$ cat config.mk
export PLATFORM = sky130hd
export DESIGN_NAME = sdp_ram_be_pipe
export DESIGN_NICKNAME = d
export VERILOG_FILES = /design/src/rtl/sdp_ram_pkg.sv /design/src/rtl/sdp_ram_out_stage.sv /design/src/rtl/sdp_ram_be_pipe.sv
export SDC_FILE = /design/constraint.sdc
export NUM_CORES = 1
export LEC_CHECK = 0
export ABC_AREA = 1
export CAP_MARGIN = 10
export CORE_MARGIN = 8
export CORE_UTILIZATION = 39
export DETAILED_ROUTE_END_ITERATION = 8
export PLACE_DENSITY = 0.62
export SYNTH_ARGS = -nofsm -noshare
export SYNTH_HDL_FRONTEND = slang
export SYNTH_SLANG_ARGS = --single-unit
$ cat constraint.sdc
create_clock -name clk -period 2.5 [get_ports clk]
set_clock_uncertainty 0.2 [all_clocks]
set_input_delay 0.5 -clock clk [delete_from_list [all_inputs] [get_ports clk]]
set_output_delay 0.5 -clock clk [all_outputs]
set_load 0.005 [all_outputs]
$ cat src/rtl/sdp_ram_pkg.sv
// Shared constants and lane helpers for the byte-enable simple dual-port RAM.
// The helpers work on a maximum-width container; callers size-cast in and out.
package sdp_ram_pkg;

  localparam int RDW_READ_FIRST  = 0;
  localparam int RDW_WRITE_FIRST = 1;

  localparam int MAX_W  = 512;
  localparam int MAX_NB = 64;

  // Per-lane select: lanes whose enable is set take new_word, others keep old_word.
  function automatic logic [MAX_W-1:0] lane_merge(
    input logic [MAX_W-1:0]  old_word,
    input logic [MAX_W-1:0]  new_word,
    input logic [MAX_NB-1:0] be,
    input int                width,
    input int                byte_w
  );
    logic [MAX_W-1:0]  r;
    logic [MAX_NB-1:0] sel;
    r = old_word;
    for (int b = 0; b < width; b++) begin
      sel = be >> (b / byte_w);
      if (sel[0]) begin
        r[b] = new_word[b];
      end
    end
    return r;
  endfunction

  // Even parity per lane: each returned bit is the XOR of its lane's data bits.
  function automatic logic [MAX_NB-1:0] lane_parity(
    input logic [MAX_W-1:0] word,
    input int               width,
    input int               byte_w
  );
    logic [MAX_NB-1:0] p;
    p = '0;
    for (int b = 0; b < width; b++) begin
      p = p ^ (MAX_NB'(word[b]) << (b / byte_w));
    end
    return p;
  endfunction

endpackage

$ cat src/rtl/sdp_ram_out_stage.sv
// Optional output register for read data, valid and parity error.
// OUT_REG=0 makes this a wire-through; OUT_REG=1 adds one cycle of latency.
module sdp_ram_out_stage #(
  parameter int WIDTH   = 32,
  parameter int OUT_REG = 0
) (
  input  logic             clk,
  input  logic             rst,
  input  logic [WIDTH-1:0] in_data,
  input  logic             in_valid,
  input  logic             in_perr,
  output logic [WIDTH-1:0] data,
  output logic             valid,
  output logic             perr
);

  generate
    if (OUT_REG != 0) begin : g_reg
      // Data and parity only move with a valid word so dout holds between reads.
      always_ff @(posedge clk or posedge rst) begin
        if (rst) begin
          data  <= '0;
          valid <= 1'b0;
          perr  <= 1'b0;
        end else begin
          valid <= in_valid;
          if (in_valid) begin
            data <= in_data;
            perr <= in_perr;
          end
        end
      end
    end else begin : g_pass
      logic unused_clk_rst;
      assign unused_clk_rst = clk ^ rst;
      assign data  = in_data;
      assign valid = in_valid;
      assign perr  = in_perr;
    end
  endgenerate

endmodule

$ cat src/rtl/sdp_ram_be_pipe.sv
// Simple dual-port RAM with byte-lane write enables, selectable read-during-write
// and optional output register. Macro SDP_RAM_PARITY_EN adds per-lane even parity.
//
// Read handshake: rd_en is a strobe with no backpressure; every rd_en accepted on
// an edge with rst=0 yields exactly one dout_valid pulse after 1 (OUT_REG=0) or
// 2 (OUT_REG=1) edges, unless rst intervenes, which drops it.
module sdp_ram_be_pipe
  import sdp_ram_pkg::*;
#(
  parameter  int WIDTH    = 32,
  parameter  int DEPTH    = 16,
  parameter  int BYTE_W   = 8,
  parameter  int OUT_REG  = 0,
  parameter  int RDW_MODE = 0,
  localparam int NB       = WIDTH / BYTE_W,
  localparam int AW       = (DEPTH > 1) ? $clog2(DEPTH) : 1
) (
  input  logic             clk,
  input  logic             rst,
  input  logic             wr_en,
  input  logic [NB-1:0]    wr_be,
  input  logic [AW-1:0]    wr_addr,
  input  logic [WIDTH-1:0] din,
  input  logic             rd_en,
  input  logic [AW-1:0]    rd_addr,
  output logic [WIDTH-1:0] dout,
  output logic             dout_valid,
  output logic             parity_err
);

  localparam logic [AW:0] DEPTH_LIM = (AW + 1)'(DEPTH);

  logic [WIDTH-1:0] mem [DEPTH];

  logic             wr_ok;
  logic             rd_ok;
  logic             fwd;
  logic [WIDTH-1:0] wr_old;
  logic [WIDTH-1:0] wr_word;
  logic [WIDTH-1:0] rd_word;
  logic             rd_perr;

  logic [WIDTH-1:0] s0_data;
  logic             s0_valid;
  logic             s0_perr;

  // DEPTH need not be a power of two, so addresses are range-checked explicitly.
  assign wr_ok  = wr_en && ({1'b0, wr_addr} < DEPTH_LIM);
  assign rd_ok  = {1'b0, rd_addr} < DEPTH_LIM;
  assign fwd    = (RDW_MODE == RDW_WRITE_FIRST) && wr_ok && rd_en && (wr_addr == rd_addr);
  assign wr_old = mem[wr_addr];

  assign wr_word = WIDTH'(lane_merge(MAX_W'(wr_old), MAX_W'(din), MAX_NB'(wr_be),
                                     WIDTH, BYTE_W));

  always_ff @(posedge clk) begin
    if (!rst && wr_ok) begin
      mem[wr_addr] <= wr_word;
    end
  end

  always_comb begin
    rd_word = '0;
    if (rd_ok) begin
      rd_word = fwd ? wr_word : mem[rd_addr];
    end
  end

`ifdef SDP_RAM_PARITY_EN
  logic [NB-1:0] par_mem [DEPTH];
  logic [NB-1:0] din_par;
  logic [NB-1:0] rd_par_calc;

  assign din_par     = NB'(lane_parity(MAX_W'(din), WIDTH, BYTE_W));
  assign rd_par_calc = NB'(lane_parity(MAX_W'(mem[rd_addr]), WIDTH, BYTE_W));

  // Only written lanes take fresh parity; untouched lanes keep what they stored.
  always_ff @(posedge clk) begin
    if (!rst && wr_ok) begin
      par_mem[wr_addr] <= (par_mem[wr_addr] & ~wr_be) | (din_par & wr_be);
    end
  end

  // Forwarded data was just computed from din, so it cannot carry a mismatch.
  assign rd_perr = rd_ok && !fwd && (|(rd_par_calc ^ par_mem[rd_addr]));
`else
  assign rd_perr = 1'b0;
`endif

  always_ff @(posedge clk or posedge rst) begin
    if (rst) begin
      s0_data  <= '0;
      s0_valid <= 1'b0;
      s0_perr  <= 1'b0;
    end else begin
      s0_valid <= rd_en;
      if (rd_en) begin
        s0_data <= rd_word;
        s0_perr <= rd_perr;
      end
    end
  end

  sdp_ram_out_stage #(
    .WIDTH   (WIDTH),
    .OUT_REG (OUT_REG)
  ) u_out_stage (
    .clk      (clk),
    .rst      (rst),
    .in_data  (s0_data),
    .in_valid (s0_valid),
    .in_perr  (s0_perr),
    .data     (dout),
    .valid    (dout_valid),
    .perr     (parity_err)
  );

endmodule

# == Word level (Yosys, flattened, before mapping) ==
# Memory sizes are Yosys's and may differ from the RTL's. A register that Yosys moved wholly into a read port is not among the register bits.
# Index checks and enable logic that the tools add are counted.
# W data, S select, Z words.
# classes
n_eq_ne,4
n_mux,34
n_reduce_logical,6
# ops
op,count
$mux W1,34
$reduce_and A2 Y1,4
$ne A1 B1 Y1 const B,4
$logic_and A1 B1 Y1,1
$logic_not A1 Y1,1
# word_totals
register_bits,1
ram_bits,512
input_bits,48
word_cells,46
memories,1
# mem_list
memory,depth,width,rd,rd_ports_with_merged_regs,write_ports,line_no,text
mem,16,32,1,1,1,sdp_ram_be_pipe.sv:33,logic [WIDTH-1:0] mem [DEPTH];

# == Logic depth before layout (Yosys ltp) ==
# Gate-level depths: netlist of the first run.
# logic_depth
ltp_word,5
mapped_depth,12

# == By module ==
# Synthesis of the first run repeated with hierarchy kept, for this count alone.
# unflattened
hier_cells,1952
hier_area_um2,22399.0
# modules_own_cells
mod,n_inst,cells_per_inst,area_each_um2
sdp_ram_be_pipe,1,1918,22143.7
sdp_ram_out_stage,1,34,255.2

# == Worst setup path before layout of the first run ==
# OpenSTA, ideal clock, no wires.
# synth_timing
kind,input port to flip-flop
start,input port rst
end,memory mem[10][0] (enable)
arrival_ns,2.301
required_ns,1.930
setup_slack_ns,-0.371
stages,4
path_cell_list,inv_1 nand3_1 clkbuf_1 nor2_1
# synth_between
elab_chain_len,5
# synth_lines
item,line_no,text
"start, declared",sdp_ram_be_pipe.sv:19,"input logic rst,"
$logic_not A1 Y1 (no line),--,
$logic_and A1 B1 Y1,sdp_ram_be_pipe.sv:57,if (!rst && wr_ok) begin
$mux W1,sdp_ram_be_pipe.sv:57,
$mux W1 (not written as such),sdp_ram_be_pipe.sv:58,mem[wr_addr] <= wr_word;
$reduce_and A2 Y1 (no line),--,
"end, declared",sdp_ram_be_pipe.sv:33,
# No other way between the ends.

# == Worst setup path in the final report of the first run ==
# layout_timing
start,register s0_data[13] (read register of mem)
end,output port dout[13]
# layout_lines
item,line_no,text
"start, declared",sdp_ram_be_pipe.sv:43,logic [WIDTH-1:0] s0_data;
"end, declared",sdp_ram_be_pipe.sv:26,"output logic [WIDTH-1:0] dout,"
# No word-level cell between the ends.

==> flow_summary.toml, run 1 <==
[run_status]
status = "complete, no violations"

[global_route]
first_global_vias = 15360
grt_overflow = 0
antenna_found_initial = 0
grtUsageTotal_pct = 18.10
grt_pass1_wl_mm = 89.37
grt_max_degree = 65

[power]
switching_share_pct = 21.71
vdd_ir_drop_max_v = 0.0006028
p_int_mw = 15.58
power.leakage_nw = 10.05
powerDensity_nw_per_um2 = 751.3
p_seq_share_pct = 51.0
comb_power_share_pct = 7.4
net-switching-power_mw = 4.322
power_frac_clock_pct = 41.6
p_total_mw = 19.90

[cells_and_area]
diodes = 0
fin_area_sq_um = 26490
multi_input_area_sq_um = 5159
drive_above_1_share_pct = 12.12
final_nets = 2156
area_delta_synth_final_pct = 19.60
fin_util_pct = 47.08
nFillCells = 5070
register_area_sq_um = 16200

[critical_path]
cp-startpoint = "s0_data[13]"
cp_cell_sequence = "clkdlybuf4s50_1"
reg2reg_depth = 8
crit_fanout = 2
crit_path_top_delay_cell = "clkdlybuf4s50_1"
required_ns = 1.80
rr_endpoint = "s0_data[15]"
reg2reg_slack_ns = 1.01
path_delay_family = "buffers and inverters"
crit_path_start_kind = "flip-flop"
critPathBufInv = 1
crit_arrival_ns = 1.57
cp-end-kind = "primary output"
cp_slowest_stage_delay_ns = 0.55
r2r-start = "mem[9][15]"
criticalPathCategory = "reg2out"

[yosys]
synthAdderAreaFrac_pct = 0
synth_common_cells = "nand2_1 (786), edfxtp_1 (512), nand3_1 (388)"
syn_nets = 1967
synth_edf_count = 512
synthMuxAreaShare_pct = 0
avgSynthCellArea_sq_um = 11.54
syn-cell-area_sq_um = 22150
synth_top_family_by_area = "simple AND/OR/NAND/NOR gates"
synth.most_common_cell = "nand2_1"
synthSimpleGateAreaFrac_pct = 23.27
netlist_top_cells_area = "edfxtp_1 (69%), nand2_1 (13%), nand3_1 (8.8%)"
synth_top_area_share_pct = 69.40
synth_ff_type = "edfxtp_1"
synth_compound_area_share_pct = 0
synth_xor_area_share_pct = 0
async_flop_share_pct = 6.055
yosysWarnings = 0
ys_seq_elements = 545
synth_top_cell_by_area = "edfxtp_1"
synth_cells = 1919
synth.distinct_cells = 14
yosysSeqAreaShare_pct = 73.13

[clocking]
htree_levels = 2
clock_path_buffers = 3
clock_sinks = 545
cts-buffers-inserted = 54
tritoncts = "yes"
post_cts_buffers = 0
clkLatencyLatePin_ns = 0.60
holdBufCountCts = 0
cts_root_buf = "clkbuf_16"
cts_resized = 0
clk_pin_slew_ns = 0.06

[routing]
wirelength_mm = 58.73
ant_nets = 0
drt-wirelength-per-cell_microns = 20.19
dr.pass1.iters = 7
num_vias = 14910
viasPerCell = 5.125
drtIter0Drc = 1258
drc_errors = 0

[sta]
rsz0062_at_grt = "false"
finalCritPeriodShare_pct = 90.94
final-hold-violation-count = 0
worst-slew-pin-transition_ns = 0.7495
min_period_ns = 2.274
final-max-slew-violation-count = 0
fmax_mhz = 439.8
setup_violations = 0
slew_headroom_pct = 49.85
tns_ns = 0

[hold_path]
hold_end = "s0_valid"
min-delay-start = "rd_en"
hp-class = "in2reg"
min_path_cells = 1

[die]
num_io_pins = 82
num_rows = 87
core-area_sq_um = 56280
start_util_pct = 39.36
die_h_microns = 254.3
die-area_sq_um = 64680
fp.dieW_microns = 254.3

[placement]
place_area_sq_um = 24660
post-dp-hpwl_mm = 38.05
io_buffers = 80
gp_congestion = 0.8521

[job]
cap_violations = 0
cell type report:
cell class | count | area share, %
multi-input cells | 1245 | 19.47
clock inverters | 25 | 1.044
inverters | 12 | 0.2125
repair buffers | 250 | 8.675
clock buffers | 76 | 5.880
flip-flops and latches | 545 | 61.15
well taps | 756 | 3.570
cells in the final DEF (no fill, tap or decap):
master           instances
nand2_1                786
edfxtp_1               512
nand3_1                388
buf_4                  152
clkdlybuf4s50_1         75
nor2_1                  70
clkbuf_16               57
dfrtp_1                 33
buf_12                  19
clkbuf_1                13
clkinv_2                10
inv_1                    8
clkinv_1                 6
bufinv_16                6
clkbuf_8                 6
clkinvlp_4               3
buf_2                    3
inv_6                    1
inv_4                    1
inv_2                    1
conb_1                   1
clkinv_4                 1
buf_6                    1
worst max path at each step:
| stage | endpoint | slack, ns | cells past startpoint |
|---|---|---|---|
| 4_1_cts | dout[13] | 0.17 | 1 |
| 6_report | dout[13] | 0.23 | 1 |
| 2_1_floorplan | mem[10][0] | 0.09 | 4 |
| 3_3_place_gp | mem[12][27] | -0.08 | 4 |
| 3_5_place_dp | mem[12][27] | -0.12 | 4 |
| 5_1_grt | dout[13] | 0.17 | 1 |
routing by layer:
metal,part of all wire [%],GRT usage [%],vias to the layer above
met3,6.9,2.914,113
met4,3.0,6.161,0
met2,47,30.01,563
met5,0,0,-
met1,43,24.12,7246
li1,-,-,6986
stage by stage:
step	worst slack, ns	hold slack [ns]	instances
6_report	0.2264	0.02653	2909
5_1_grt	0.1679	0.01655	2909
4_1_cts	0.1660	0.003228	2909
3_5_place_dp	-0.1167	0.2662	2808
3_3_place_gp	-0.07808	0.2627	2808
2_1_floorplan	0.09388	0.2508	1919
power groups by stage:
stage	clock network [mW]	registers (mW)	logic (mW)
finish	8.27	10.2	1.48
global route	8.71	10.2	1.63
CTS	8.39	10.2	1.50
detailed placement	0	10.3	1.49
global placement	0	10.3	1.48
floorplan	0	10.3	0.708
flip-flops by register name, indices dropped and copies added, names as in the netlist:
register  count
s0_valid      1
s0_data      32
mem         512
logic make-up after synthesis:
group | Yosys count
AND/OR/NAND/NOR | 1244
flip-flops | 545
buffers and inverters | 129
other | 1
No activity file was read; power rests on OpenSTA's default activity.
==> inputs of run 2 (changes only) <==
--- a/config.mk
+++ b/config.mk
@@ -6,11 +6,13 @@
 export NUM_CORES = 1
 export LEC_CHECK = 0
 export ABC_AREA = 1
-export CAP_MARGIN = 10
+export CAP_MARGIN = 30
+export CELL_PAD_IN_SITES_DETAIL_PLACEMENT = 2
+export CELL_PAD_IN_SITES_GLOBAL_PLACEMENT = 2
 export CORE_MARGIN = 8
-export CORE_UTILIZATION = 39
+export CORE_UTILIZATION = 34
 export DETAILED_ROUTE_END_ITERATION = 8
-export PLACE_DENSITY = 0.62
+export PLACE_DENSITY = 0.74
 export SYNTH_ARGS = -nofsm -noshare
 export SYNTH_HDL_FRONTEND = slang
 export SYNTH_SLANG_ARGS = --single-unit
==> flow_summary.toml, run 2 (same netlist as run 1, synthesis figures left out) <==
[placement]
gp_congestion = 0.8079
post-dp-hpwl_mm = 48.99
pre_cts_ws_ns = -0.5392
io_buffers = 80
dp_cells = 2842

[clocking]
cts_resized = 0
tritoncts = "yes"
clock_sinks = 545
post_cts_buffers = 0
clkLatencyLatePin_ns = 0.63
htree_levels = 2
cts-buffers-inserted = 59
cts_root_buf = "clkbuf_16"
clk_pin_slew_ns = 0.06
holdBufCountCts = 0
clock_path_buffers = 3

[die]
fp.dieW_microns = 271.3
num_io_pins = 82
die_h_microns = 271.3
die-area_sq_um = 73580
start_util_pct = 34.36
core-area_sq_um = 64460
num_rows = 93

[critical_path]
rr_endpoint = "s0_data[15]"
crit_arrival_ns = 2.51
cp-end-kind = "flip-flop"
crit_fanout = 8
crit_path_start_kind = "input pin"
cp-startpoint = "wr_addr[1]"
r2r-start = "mem[11][15]"
criticalPathCategory = "in2reg"
reg2reg_slack_ns = 0.95
reg2reg_depth = 8
required_ns = 2.55

[power]
powerDensity_nw_per_um2 = 790.2
power.leakage_nw = 9.784
vdd_ir_drop_max_v = 0.0004904
p_total_mw = 20.82

[routing]
drc_errors = 0
drtIter0Drc = 1039
ant_nets = 0
drt-wirelength-per-cell_microns = 25.19
wirelength_mm = 74.45
dr.pass1.iters = 5
viasPerCell = 5.138
num_vias = 15180

[global_route]
first_global_vias = 17070
grt_max_degree = 77
grtUsageTotal_pct = 19.95
antenna_found_initial = 1
grt_pass1_wl_mm = 111.7
grt_overflow = 0

[cells_and_area]
drive_above_1_share_pct = 9.671
layout_common_cells = "nand2_1 (786), edfxtp_1 (512), nand3_1 (388)"
final_cell_count_no_fill = 2955
largest_register_ffs = 512
regMostFlops = "mem"
final_nets = 2096
largest_registers = "mem: 512 flops, s0_data: 32 flops, s0_valid: 1 flops"
area_delta_synth_final_pct = 18.93
fin_util_pct = 40.87
final_common_cell = "nand2_1"

[job]
cap_violations = 0

[hold_path]
min-delay-start = "rd_en"
hold_end = "s0_valid"
hp-class = "in2reg"
min_path_cells = 2

[sta]
final-hold-violation-count = 0
min_period_ns = 2.463
setup_violations = 0
fin_ws_ns = 0.03657
finalCritPeriodShare_pct = 98.54
tns_ns = 0
slew_headroom_pct = 33.92
final-max-slew-violation-count = 0
rsz0062_at_grt = "false"
fmax_mhz = 405.9
worst-slew-pin-transition_ns = 0.9876

[run_status]
status = "complete, no violations"
## run 2: changes by cell type in the layout (fill, tap and decap cells not counted), moves of 3 or more
cell / delta
clkbuf_1: -3
buf_12: +4
inv_6: +4
buf_4: -69
clkbuf_8: -6
clkinv_1: +10
bufinv_16: +4
## run 2: cell type report
cell class / count / area (sq um)
Inverter: 12 / 56.30
Sequential cell: 545 / 16200
Fill cell: 6589 / 38120
Multi-Input combinational cell: 1245 / 5164
Clock buffer: 69 / 1514
Clock inverter: 43 / 478.0
Tap cell: 855 / 1070
Antenna cell: 1 / 2.502
Timing Repair Buffer: 185 / 1861
## run 2: how the worst max path moves through the flow
stage                     slack, ns         end
after floorplan                0.09  mem[10][0]
after global placement        -0.30  mem[9][25]
after detailed placement      -0.54  mem[5][24]
after CTS                      0.08  mem[5][25]
after global routing           0.02  mem[5][13]
final                          0.04  mem[6][29]
## run 2: per-layer routing
| layer | up-vias | share of wire, % | global-route usage (%) |
|---|---|---|---|
| met3 | 125 | 4.3 | 3.359 |
| met2 | 338 | 50 | 34.63 |
| met5 | - | 0 | 0 |
| met4 | 0 | 2.8 | 5.830 |
| li1 | 6876 | - | - |
| met1 | 7845 | 43 | 25.49 |
## run 2: worst max-delay path, cell delays in order
cell and delay, ns:
clkdlybuf4s50_1 0.57, inv_1 0.07, nor2_1 0.29, nand2_1 0.36, nor2_1 0.71
## run 2: power by group
group          internal [mW]  total (mW)  leakage (nW)  switching, mW
sequential              10.1        10.2          5.02         0.0532
clock                   5.36        9.09         0.970           3.73
combinational          0.529        1.57          3.80           1.04
total                   16.0        20.8          9.78           4.82
## run 2: metrics by stage
stage               area (sq um)  hold WS, ns
floorplan                  22160       0.2508
global placement           24350       0.2614
detailed placement         24350       0.2672
CTS                        26340      0.04842
global route               26340      0.05986
finish                     26350      0.07092
